## src/rtl/edl_peak_pkg.sv

```systemverilog
// edl_peak_pkg: shared constants for the peak capture sequencer.
// FSM state codes, register word addresses and CTRL/STATUS bit positions.
package edl_peak_pkg;

  localparam logic [1:0] S_IDLE    = 2'd0;
  localparam logic [1:0] S_ARMED   = 2'd1;
  localparam logic [1:0] S_CAPTURE = 2'd2;
  localparam logic [1:0] S_DONE    = 2'd3;

  localparam logic [2:0] A_CTRL    = 3'd0;
  localparam logic [2:0] A_STATUS  = 3'd1;
  localparam logic [2:0] A_WINDOW  = 3'd2;
  localparam logic [2:0] A_THRESH  = 3'd3;
  localparam logic [2:0] A_PEAK    = 3'd4;
  localparam logic [2:0] A_PIDX    = 3'd5;
  localparam logic [2:0] A_COUNT   = 3'd6;

  localparam int C_START  = 0;
  localparam int C_ABORT  = 1;
  localparam int C_IRQ_EN = 2;
  localparam int C_CONT   = 3;

  localparam int ST_DONE  = 1;
  localparam int ST_OVR   = 2;

endpackage

```

## src/rtl/edl_peak_tracker.sv

```systemverilog
// edl_peak_tracker: running maximum, first-occurrence index and
// sample counter for one capture window.
module edl_peak_tracker
  import edl_peak_pkg::*;
#(
  parameter int DATA_W = 32,
  parameter int WIN_W  = 16
) (
  input  logic              clk,
  input  logic              reset,
  input  logic              clr,
  input  logic              load,
  input  logic              en,
  input  logic [DATA_W-1:0] sample,
  output logic [DATA_W-1:0] peak,
  output logic [WIN_W-1:0]  idx,
  output logic [WIN_W-1:0]  count
);

  // Trigger sample seeds the window as index 0; later samples only
  // replace the peak when strictly larger, so ties keep the first.
  always_ff @(posedge clk) begin
    if (reset || clr) begin
      peak  <= '0;
      idx   <= '0;
      count <= '0;
    end else if (load) begin
      peak  <= sample;
      idx   <= '0;
      count <= WIN_W'(1);
    end else if (en) begin
      if (sample > peak) begin
        peak <= sample;
        idx  <= count;
      end
      count <= count + WIN_W'(1);
    end
  end

endmodule

```

## src/rtl/edl_peak_capture_ctrl.sv

```systemverilog
// edl_peak_capture_ctrl: Avalon-MM armed peak capture sequencer.
// Waits for a threshold trigger, tracks max over a window, latches, IRQs.
module edl_peak_capture_ctrl
  import edl_peak_pkg::*;
#(
  parameter int DATA_W = 32,
  parameter int WIN_W  = 16
) (
  input  logic              clk,
  input  logic              reset,
  input  logic [2:0]        address,
  input  logic              chipselect,
  input  logic              write_n,
  input  logic [31:0]       writedata,
  output logic [31:0]       readdata,
  input  logic [DATA_W-1:0] sample_data,
  input  logic              sample_valid,
  output logic              irq
);

  logic [1:0]        state;
  logic [1:0]        state_d;
  logic              irq_en;
  logic              cont;
  logic              done;
  logic              ovr;
  logic [WIN_W-1:0]  window;
  logic [WIN_W-1:0]  win_eff;
  logic [DATA_W-1:0] thresh;
  logic [DATA_W-1:0] peak_q;
  logic [WIN_W-1:0]  idx_q;
  logic [DATA_W-1:0] trk_peak;
  logic [WIN_W-1:0]  trk_idx;
  logic [WIN_W-1:0]  trk_cnt;
  logic [WIN_W:0]    cnt_nxt;
  logic              trk_clr;
  logic              trk_load;
  logic              trk_en;
  logic              wr;
  logic              wr_ctrl;
  logic              wr_stat;
  logic              wr_win;
  logic              wr_thr;
  logic              start;
  logic              abort;
  logic              trig;
  logic              win_hit;
  logic              latch;
  logic              busy;
  logic [31:0]       rd_mux;

  assign wr      = chipselect & ~write_n;
  assign wr_ctrl = wr & (address == A_CTRL);
  assign wr_stat = wr & (address == A_STATUS);
  assign wr_win  = wr & (address == A_WINDOW);
  assign wr_thr  = wr & (address == A_THRESH);
  assign start   = wr_ctrl & writedata[C_START];
  assign abort   = wr_ctrl & writedata[C_ABORT];

  assign win_eff = (window == '0) ? WIN_W'(1) : window;
  assign trig    = sample_valid & (sample_data >= thresh);
  assign cnt_nxt = {1'b0, trk_cnt} + (WIN_W+1)'(1);
  assign win_hit = cnt_nxt >= {1'b0, win_eff};
  assign latch   = (state == S_DONE) & ~abort;
  assign busy    = state != S_IDLE;
  assign irq     = done & irq_en;

  // Next state and tracker control; abort overrides every state.
  always_comb begin
    state_d  = state;
    trk_clr  = 1'b0;
    trk_load = 1'b0;
    trk_en   = 1'b0;
    if (abort) begin
      state_d = S_IDLE;
    end else begin
      unique case (state)
        S_IDLE: begin
          if (start) begin
            state_d = S_ARMED;
            trk_clr = 1'b1;
          end
        end
        S_ARMED: begin
          if (trig) begin
            trk_load = 1'b1;
            state_d  = (win_eff == WIN_W'(1)) ? S_DONE : S_CAPTURE;
          end
        end
        S_CAPTURE: begin
          if (sample_valid) begin
            trk_en = 1'b1;
            if (win_hit) state_d = S_DONE;
          end
        end
        S_DONE: begin
          state_d = cont ? S_ARMED : S_IDLE;
          trk_clr = cont;
        end
      endcase
    end
  end

  edl_peak_tracker #(
    .DATA_W (DATA_W),
    .WIN_W  (WIN_W)
  ) u_trk (
    .clk    (clk),
    .reset  (reset),
    .clr    (trk_clr),
    .load   (trk_load),
    .en     (trk_en),
    .sample (sample_data),
    .peak   (trk_peak),
    .idx    (trk_idx),
    .count  (trk_cnt)
  );

  // Read mux, sampled into readdata every cycle.
  always_comb begin
    rd_mux = '0;
    case (address)
      A_CTRL:   rd_mux = {28'd0, cont, irq_en, 2'd0};
      A_STATUS: rd_mux = {26'd0, state, 1'b0, ovr, done, busy};
      A_WINDOW: rd_mux = 32'(window);
      A_THRESH: rd_mux = 32'(thresh);
      A_PEAK:   rd_mux = 32'(peak_q);
      A_PIDX:   rd_mux = 32'(idx_q);
      A_COUNT:  rd_mux = 32'(trk_cnt);
      default:  rd_mux = '0;
    endcase
  end

  // FSM state, software registers and result latch.
  always_ff @(posedge clk) begin
    if (reset) begin
      state    <= S_IDLE;
      irq_en   <= 1'b0;
      cont     <= 1'b0;
      done     <= 1'b0;
      ovr      <= 1'b0;
      window   <= '0;
      thresh   <= '0;
      peak_q   <= '0;
      idx_q    <= '0;
      readdata <= '0;
    end else begin
      state    <= state_d;
      readdata <= rd_mux;
      if (wr_ctrl) begin
        irq_en <= writedata[C_IRQ_EN];
        cont   <= writedata[C_CONT];
      end
      if (wr_win) window <= writedata[WIN_W-1:0];
      if (wr_thr) thresh <= writedata[DATA_W-1:0];
      if (wr_stat && writedata[ST_DONE]) done <= 1'b0;
      if (wr_stat && writedata[ST_OVR])  ovr  <= 1'b0;
      if (latch) begin
        peak_q <= trk_peak;
        idx_q  <= trk_idx;
        done   <= 1'b1;
        if (done) ovr <= 1'b1;
      end
    end
  end

endmodule

```

## config.mk

```make
export PLATFORM = sky130hd
export DESIGN_NAME = edl_peak_capture_ctrl
export DESIGN_NICKNAME = d
export VERILOG_FILES = /design/src/rtl/edl_peak_pkg.sv /design/src/rtl/edl_peak_tracker.sv /design/src/rtl/edl_peak_capture_ctrl.sv
export SDC_FILE = /design/constraint.sdc
export NUM_CORES = 1
export LEC_CHECK = 0
export ABC_AREA = 0
export BUFFER_PORTS_ARGS = -buffer_cell sky130_fd_sc_hd__buf_2
export CORE_UTILIZATION = 50
export CTS_CLUSTER_DIAMETER = 40
export DETAILED_ROUTE_END_ITERATION = 7
export PLACE_DENSITY = 0.65
export SLEW_MARGIN = 5
export SYNTH_ARGS = -nofsm -noshare
export SYNTH_HDL_FRONTEND = slang
export SYNTH_SLANG_ARGS = --single-unit
```

## constraint.sdc

```tcl
create_clock -name clk -period 4.37 [get_ports clk]
set_input_delay 0.2185 -clock clk [delete_from_list [all_inputs] [get_ports clk]]
set_output_delay 0.2185 -clock clk [all_outputs]
set_load 0.05 [all_outputs]
```

==> results.json, run 1 <==
{
  "clock-skew-final_ns": 0.0160,
  "worstSkewPairLatency_ns": 0.44,
  "cts_num_sinks": 198,
  "path_cells": "ha_1 > nand3_1 > nor2_1 > nand3_1 > nor2_1 > xor2_1 > ha_1 > a21oi_1 > nor2_1 > a2111oi_0 > a31oi_1 > o221ai_1 > o21ai_0 > a211oi_1",
  "cp_top_family": "compound AO/OA/AOI/OAI gates",
  "vias": 9117,
  "gp_congestion": 0.897,
  "synth_cells": 1264,
  "cp_max_fo": 7,
  "required_ns": 4.72,
  "clk_pin_slew_ns": 0.08,
  "period_share_pct": 84.3,
  "grt.total_usage_pct": 28.8,
  "slowest_delay_ns": 0.58,
  "dr.first_iter.drc_count": 700,
  "final_hold_viol_count": 0,
  "avgSynthCellArea_um2": 8.06,
  "viasPerCell": 5.70,
  "min_path_type": "input pin to flop",
  "drc_errors": 0,
  "grt_max_degree": 63,
  "rsz0062_at_grt": "no",
  "post-route-min-period_ns": 3.68,
  "synth_edf_count": 0,
  "fin_util_pct": 57.8,
  "synth_seq_area_share_pct": 38.9,
  "coreArea_um2": 19700,
  "totalWireLength_mm": 29.1,
  "area_growth_pct": 11.9,
  "post_cts_buffers": 0,
  "synth_area_leaders": "dfxtp_1 (39%), ha_1 (10%), nand2_1 (9.8%)",
  "power.density_nw_per_um2": 350,
  "port_buffers": 104,
  "io_pins": 105,
  "nNetsFinal": 1478,
  "preCtsSetupSlack_ns": 0.800,
  "cts_max_level": 4,
  "fin_tns_setup_ns": 0,
  "rows": 51,
  "yosys-top-cells-count": "nand2_1 (266), dfxtp_1 (198), a21oi_1 (138)",
  "grt_pass1_vias": 8348,
  "tightest_slew_ns": 1.20,
  "firstDrtPassIters": 5,
  "root_buffer": "clkbuf_16",
  "cp_common_cell": "nor2_1",
  "layout-drive-gt1-share_pct": 13.9,
  "synth_most_common_cell": "nand2_1",
  "cp_num_buf_inv": 0,
  "vdd_ir_drop_max_v": 0.000259,
  "die_area_um2": 20900,
  "p_leak_nw": 4.18,
  "crit_path_end_kind": "flop",
  "drv_cap": 0,
  "cts_max_path_buffers": 2,
  "maxSlewViolCount": 0,
  "postLayoutSetupSlackWorst_ns": 0.687,
  "synth_top_area_cell": "dfxtp_1",
  "max_freq_mhz": 271,
  "arrival_ns": 4.03,
  "setup_viol": 0,
  "hpwl_mm": 20.5,
  "yosysWarnings": 0,
  "wl_per_cell_um": 18.2,
  "slowest_stage": "a2111oi_0",
  "ys_ff_latch": 198,
  "antenna_found_initial": 2,
  "fp.dieW_um": 145,
  "critical_path_class": "flop to flop",
  "syn_area_um2": 10200,
  "die_y_um": 145,
  "max-slew-margin-rel_pct": 19.8,
  "synthFlopType": "dfxtp_1",
  "ys_types": 63,
  "ant_nets": 0,
  "synthDominantCellAreaShare_pct": 38.9,
  "grt-ovfl-total": 0,
  "status": "finished, final reports clean",
  "numCtsBuffers": 17,
  "cts_tree": "done",
  "grt_first_pass_wirelength_mm": 45.8,
  "start_util_pct": 51.6,
  "synthesis.nets": 1421,
  "async_flop_share_pct": 0,
  "startpoint_type": "flop"
}
[path summary, 6_finish.rpt]
check | start | endpoint | slack (ns) | cells after the start
hold reg to reg | idx_q[3] | idx_q[3] | 0.45 | 2
setup reg to reg | u_trk.count[0] | state[1] | 0.69 | 14
hold / removal | writedata[30] | thresh[30] | 0.01 | 3
setup / recovery | u_trk.count[0] | state[1] | 0.69 | 14
[cell usage in the layout, fill, tap and decap left out, drive strengths merged, types with 2 or more instances in the layout]
cell type and n:
nand2 267, dfxtp 198, a21oi 150, buf 117, inv 93, ha 85
nor2 74, nand3 50, o21ai 49, a21boi 35, a22oi 20, nand4 19
clkbuf 18, xor2 16, xnor2 13, mux2 13, a22o 9, a222oi 9
mux2i 9, nor4 9, and3 8, a211oi 7, nand2b 6, dlygate4sd3 6
a221oi 5, nor2b 5, nor3 4, and2 4, o211ai 3, a2111oi 3
a21o 2, a31oi 2, nand3b 2, nand4b 2, clkinvlp 2
[layer usage]
layer	global-route usage (%)	up-vias	share of wire (%)	routed length, µm
met5	0	-	0	0
met4	6.70	0	0.93	270
met3	5.20	18	7.4	2170
met2	42.5	316	43	12500
met1	42.8	4354	49	14200
li1	-	4429	-	-
[tightest hold or removal path: cells and delay by family]
| family | cells | cell delay [ns] |
|---|---|---|
| buffers and inverters | 1 | 0.10 |
| AO/OA/AOI/OAI | 1 | 0.05 |
| AND/OR/NAND/NOR | 1 | 0.05 |
[sequential cells by signal, summed over array words and instances, names as in the netlist]
| register | cells |
|---|---|
| state | 2 |
| readdata | 32 |
| irq_en | 1 |
| u_trk.count | 16 |
| u_trk.idx | 16 |
| idx_q | 16 |
| ovr | 1 |
| window | 16 |
| thresh | 32 |
| u_trk.peak | 32 |
| cont | 1 |
| done | 1 |
| peak_q | 32 |
[what timing repair did]
| action | 4_1_cts | 5_1_grt |
|---|---|---|
| endpoints found under the hold margin | 6 | 0 |
| hold buffers | 6 | 0 |
| setup endpoints to repair | 0 | 0 |
| gates resized for setup | 0 | 0 |
[report_power, final]
group	total, mW	internal [mW]	switching, mW
clock network	1.59	0.817	0.774
logic	0.512	0.186	0.326
registers	1.88	1.84	0.0411
[per-stage QoR]
step                cells  cell area (µm²)  hold WS [ns]  total power [mW]
floorplan            1264            10200         0.354              2.27
global placement     1561            10700         0.438              2.42
detailed placement   1561            10700         0.445              2.42
CTS                  1599            11400      0.000248              4.00
global route         1600            11400       0.00669              4.14
finish               1600            11400        0.0124              3.99
[layout make-up]
| class | instances | area [µm²] |
|---|---|---|
| antenna | 1 | 2.50 |
| clock buffer | 18 | 429 |
| clock inverter | 14 | 154 |
| fill | 1925 | 8320 |
| inverter | 83 | 312 |
| multi-input combinational | 898 | 5500 |
| sequential | 198 | 3960 |
| tap | 265 | 332 |
| timing repair buffer | 123 | 706 |
[logic make-up (layout without fill, tap and decap cells)]
| logic type | count (synthesis) | in the layout | share of synthesized area, % |
|---|---|---|---|
| other | 0 | 1 | 0 |
| multiplexers | 23 | 23 | 2.54 |
| XOR/XNOR | 29 | 29 | 2.49 |
| adder cells (fa/ha/maj) | 85 | 85 | 10.4 |
| flip-flops | 198 | 198 | 38.9 |
| AND/OR/NAND/NOR | 453 | 453 | 19.3 |
| AO/OA/AOI/OAI | 308 | 308 | 19.0 |
| buffers and inverters | 168 | 238 | 7.27 |
Power figures use the tool's default switching activity.
==> run 2, diff against run 1 <==
- ABC_AREA: 0 -> 1
- PLACE_DENSITY: 0.65 -> 0.66
- clock period: 4.37 -> 3.6 ns (I/O delays scaled with it)
==> run 2 against run 1 <==
Against the previous run: utilization decreased by 0.36 points; sequential power increased by 31%; clock power increased by 18%; global-route usage decreased by 1.3 points; design area decreased by 1.9%; largest cell class unchanged.
==> results.json, run 2 <==
{
  "cts_max_path_buffers": 2,
  "ant_nets": 0,
  "grt.total_usage_pct": 27.5,
  "io_pins": 105,
  "numCtsBuffers": 17,
  "report.power.total_mw": 5.73,
  "max-slew-margin-rel_pct": 37.1,
  "die_area_um2": 20400,
  "final_common_cell": "a21oi_1",
  "required_ns": 3.93,
  "min_path_type": "input pin to flop",
  "fillers": 1914,
  "coreArea_um2": 19500,
  "grt-ovfl-total": 0,
  "nNetsFinal": 1558,
  "slowest_stage": "dfxtp_1",
  "hpwl_mm": 18.6,
  "final_cell_mix": "a21oi_1 (214), dfxtp_1 (198), nand2_1 (192)",
  "synth_seq_area_share_pct": 40.0,
  "final_hold_viol_count": 0,
  "synthesis.nets": 1490,
  "cts_tree": "done",
  "cp_common_cell": "nor2_1",
  "synthDominantCellAreaShare_pct": 40.0,
  "synth_cells": 1333,
  "synthFlopType": "dfxtp_1",
  "cts.repair.resized": 0,
  "hold_buffers": 0,
  "fin_util_pct": 57.4,
  "fp.dieW_um": 143,
  "gp_congestion": 0.885,
  "drc_errors": 0,
  "fin_tns_setup_ns": 0,
  "dr.first_iter.drc_count": 685,
  "yosys-top-cells-count": "a21oi_1 (214), dfxtp_1 (198), nand2_1 (192)",
  "p_leak_nw": 4.80,
  "dpl.cell_count": 1647,
  "firstDrtPassIters": 5,
  "async_flop_share_pct": 0,
  "crit_path_end_kind": "flop",
  "arrival_ns": 3.40,
  "grt_max_degree": 62,
  "comb_power_share_pct": 24.3,
  "ys_ff_latch": 198,
  "post_cts_buffers": 0,
  "worstSkewPairLatency_ns": 0.43,
  "power.density_nw_per_um2": 513,
  "vdd_ir_drop_max_v": 0.000336,
  "startpoint_type": "flop",
  "hold_slack_ns": 0.0174,
  "n_antenna_cell": 0,
  "fin_cells": 1679,
  "p_sw_mw": 1.87,
  "viasPerCell": 5.38,
  "pwr-share-seq_pct": 42.9,
  "tightest_slew_ns": 0.943,
  "synth_edf_count": 0,
  "synth_most_common_cell": "a21oi_1",
  "antenna_found_initial": 0,
  "period_share_pct": 85.5,
  "swShare_pct": 32.7,
  "port_buffers": 104,
  "path_cells": "ha_1 > nand3_1 > nor2_1 > nand3_1 > nor2_1 > nand2_1 > xor2_1 > ha_1 > nand2_1 > nor2_1 > inv_1 > nor2_1 > inv_1 > o21ai_0 > nor2_1 > a21oi_1 > nand3_1 > nand2_1 > nor2_1",
  "totalWireLength_mm": 27.0,
  "syn_area_um2": 9910,
  "drv_cap": 0,
  "yosysWarnings": 0,
  "die_y_um": 143,
  "synth_area_leaders": "dfxtp_1 (40%), a21oi_1 (11%), ha_1 (11%)",
  "grt_first_pass_wirelength_mm": 43.3,
  "power.internal_mw": 3.86,
  "maxSlewViolCount": 0,
  "max_freq_mhz": 325,
  "ys_types": 38,
  "area_growth_pct": 12.8,
  "rows": 51,
  "slowest_delay_ns": 0.45,
  "grt_pass1_vias": 8293,
  "vias": 9026,
  "start_util_pct": 50.9,
  "status": "finished, final reports clean",
  "cts_num_sinks": 198,
  "critical_path_class": "flop to flop",
  "root_buffer": "clkbuf_16",
  "clock-skew-final_ns": 0.0119,
  "rsz0062_at_grt": "no",
  "cts_max_level": 4,
  "avgSynthCellArea_um2": 7.43,
  "synth_top_area_cell": "dfxtp_1",
  "post-route-min-period_ns": 3.08,
  "layout-drive-gt1-share_pct": 11.7,
  "clk_pin_slew_ns": 0.07,
  "setup_viol": 0,
  "p_clk_share_pct": 32.9,
  "wl_per_cell_um": 16.1,
  "cp_max_fo": 6
}
## run 2: changes by cell type after synthesis, moves of 30 or more
cell	delta
o21ai_0	+64
nand3_1	+42
a21oi_1	+76
a21boi_1	-33
inv_1	+79
nand2_1	-74
nor2_1	+30
## run 2: power groups by stage
stage               logic [mW]  registers (mW)  clock network (mW)
CTS                       1.39            2.45                1.91
global route              1.59            2.47                2.00
finish                    1.39            2.46                1.88
detailed placement        1.38            2.50                   0
floorplan                0.998            2.51                   0
global placement          1.36            2.50                   0
## run 2: layer usage
layer  track usage, %  share of wire (%)  vias up
li1                 -                  -     4582
met1             38.0                 48     4154
met2             44.2                 45      258
met3             3.76                5.2       32
met4             8.49                1.5        0
met5                0                  0        -
## run 2: worst paths after layout
path                    end            start  slack, ns  cells past startpoint
min          u_trk.peak[19]  sample_data[19]       0.02                      3
max reg2reg        state[1]   u_trk.count[0]       0.52                     19
max                state[1]   u_trk.count[0]       0.52                     19
min reg2reg       idx_q[13]        idx_q[13]       0.45                      2
## run 2: worst max-delay path, delay by kind of cell (launching register included)
family | cells | cell delay (ns)
and+or+nand+nor | 12 | 1.38
xor gates and xnor gates | 1 | 0.17
DFF | 1 | 0.45
buffers and inverters | 2 | 0.10
adders and majority gates | 2 | 0.53
AOI/OAI and AO/OA | 2 | 0.35
## run 2: layout make-up
type                    count  area (µm²)  area share (%)
multi-input cells         899        5030            45.0
flip-flops and latches    198        3960            35.5
repair buffers            121         661            5.91
inverters                 164         616            5.51
clock buffers              20         457            4.09
well taps                 265         332            2.97
clock inverters            12         114            1.02
## run 2: through the flow
stage	setup WS, ns	area (µm²)
after global routing	0.117	11200
final	0.522	11200
after floorplan	0.902	9910
after detailed placement	0.553	10600
after CTS	0.518	11200
after global placement	0.622	10600
## run 2: cell families (layout without fill, tap and decap cells)
group                      count (synthesis)  after routing  share of synthesized area (%)
AOI/OAI and AO/OA                        380            380                           20.7
xor gates and xnor gates                  15             15                           1.33
adders and majority gates                 85             85                           10.7
buffers and inverters                    236            317                           9.23
DFF                                      198            198                           40.0
and+or+nand+nor                          419            419                           18.0
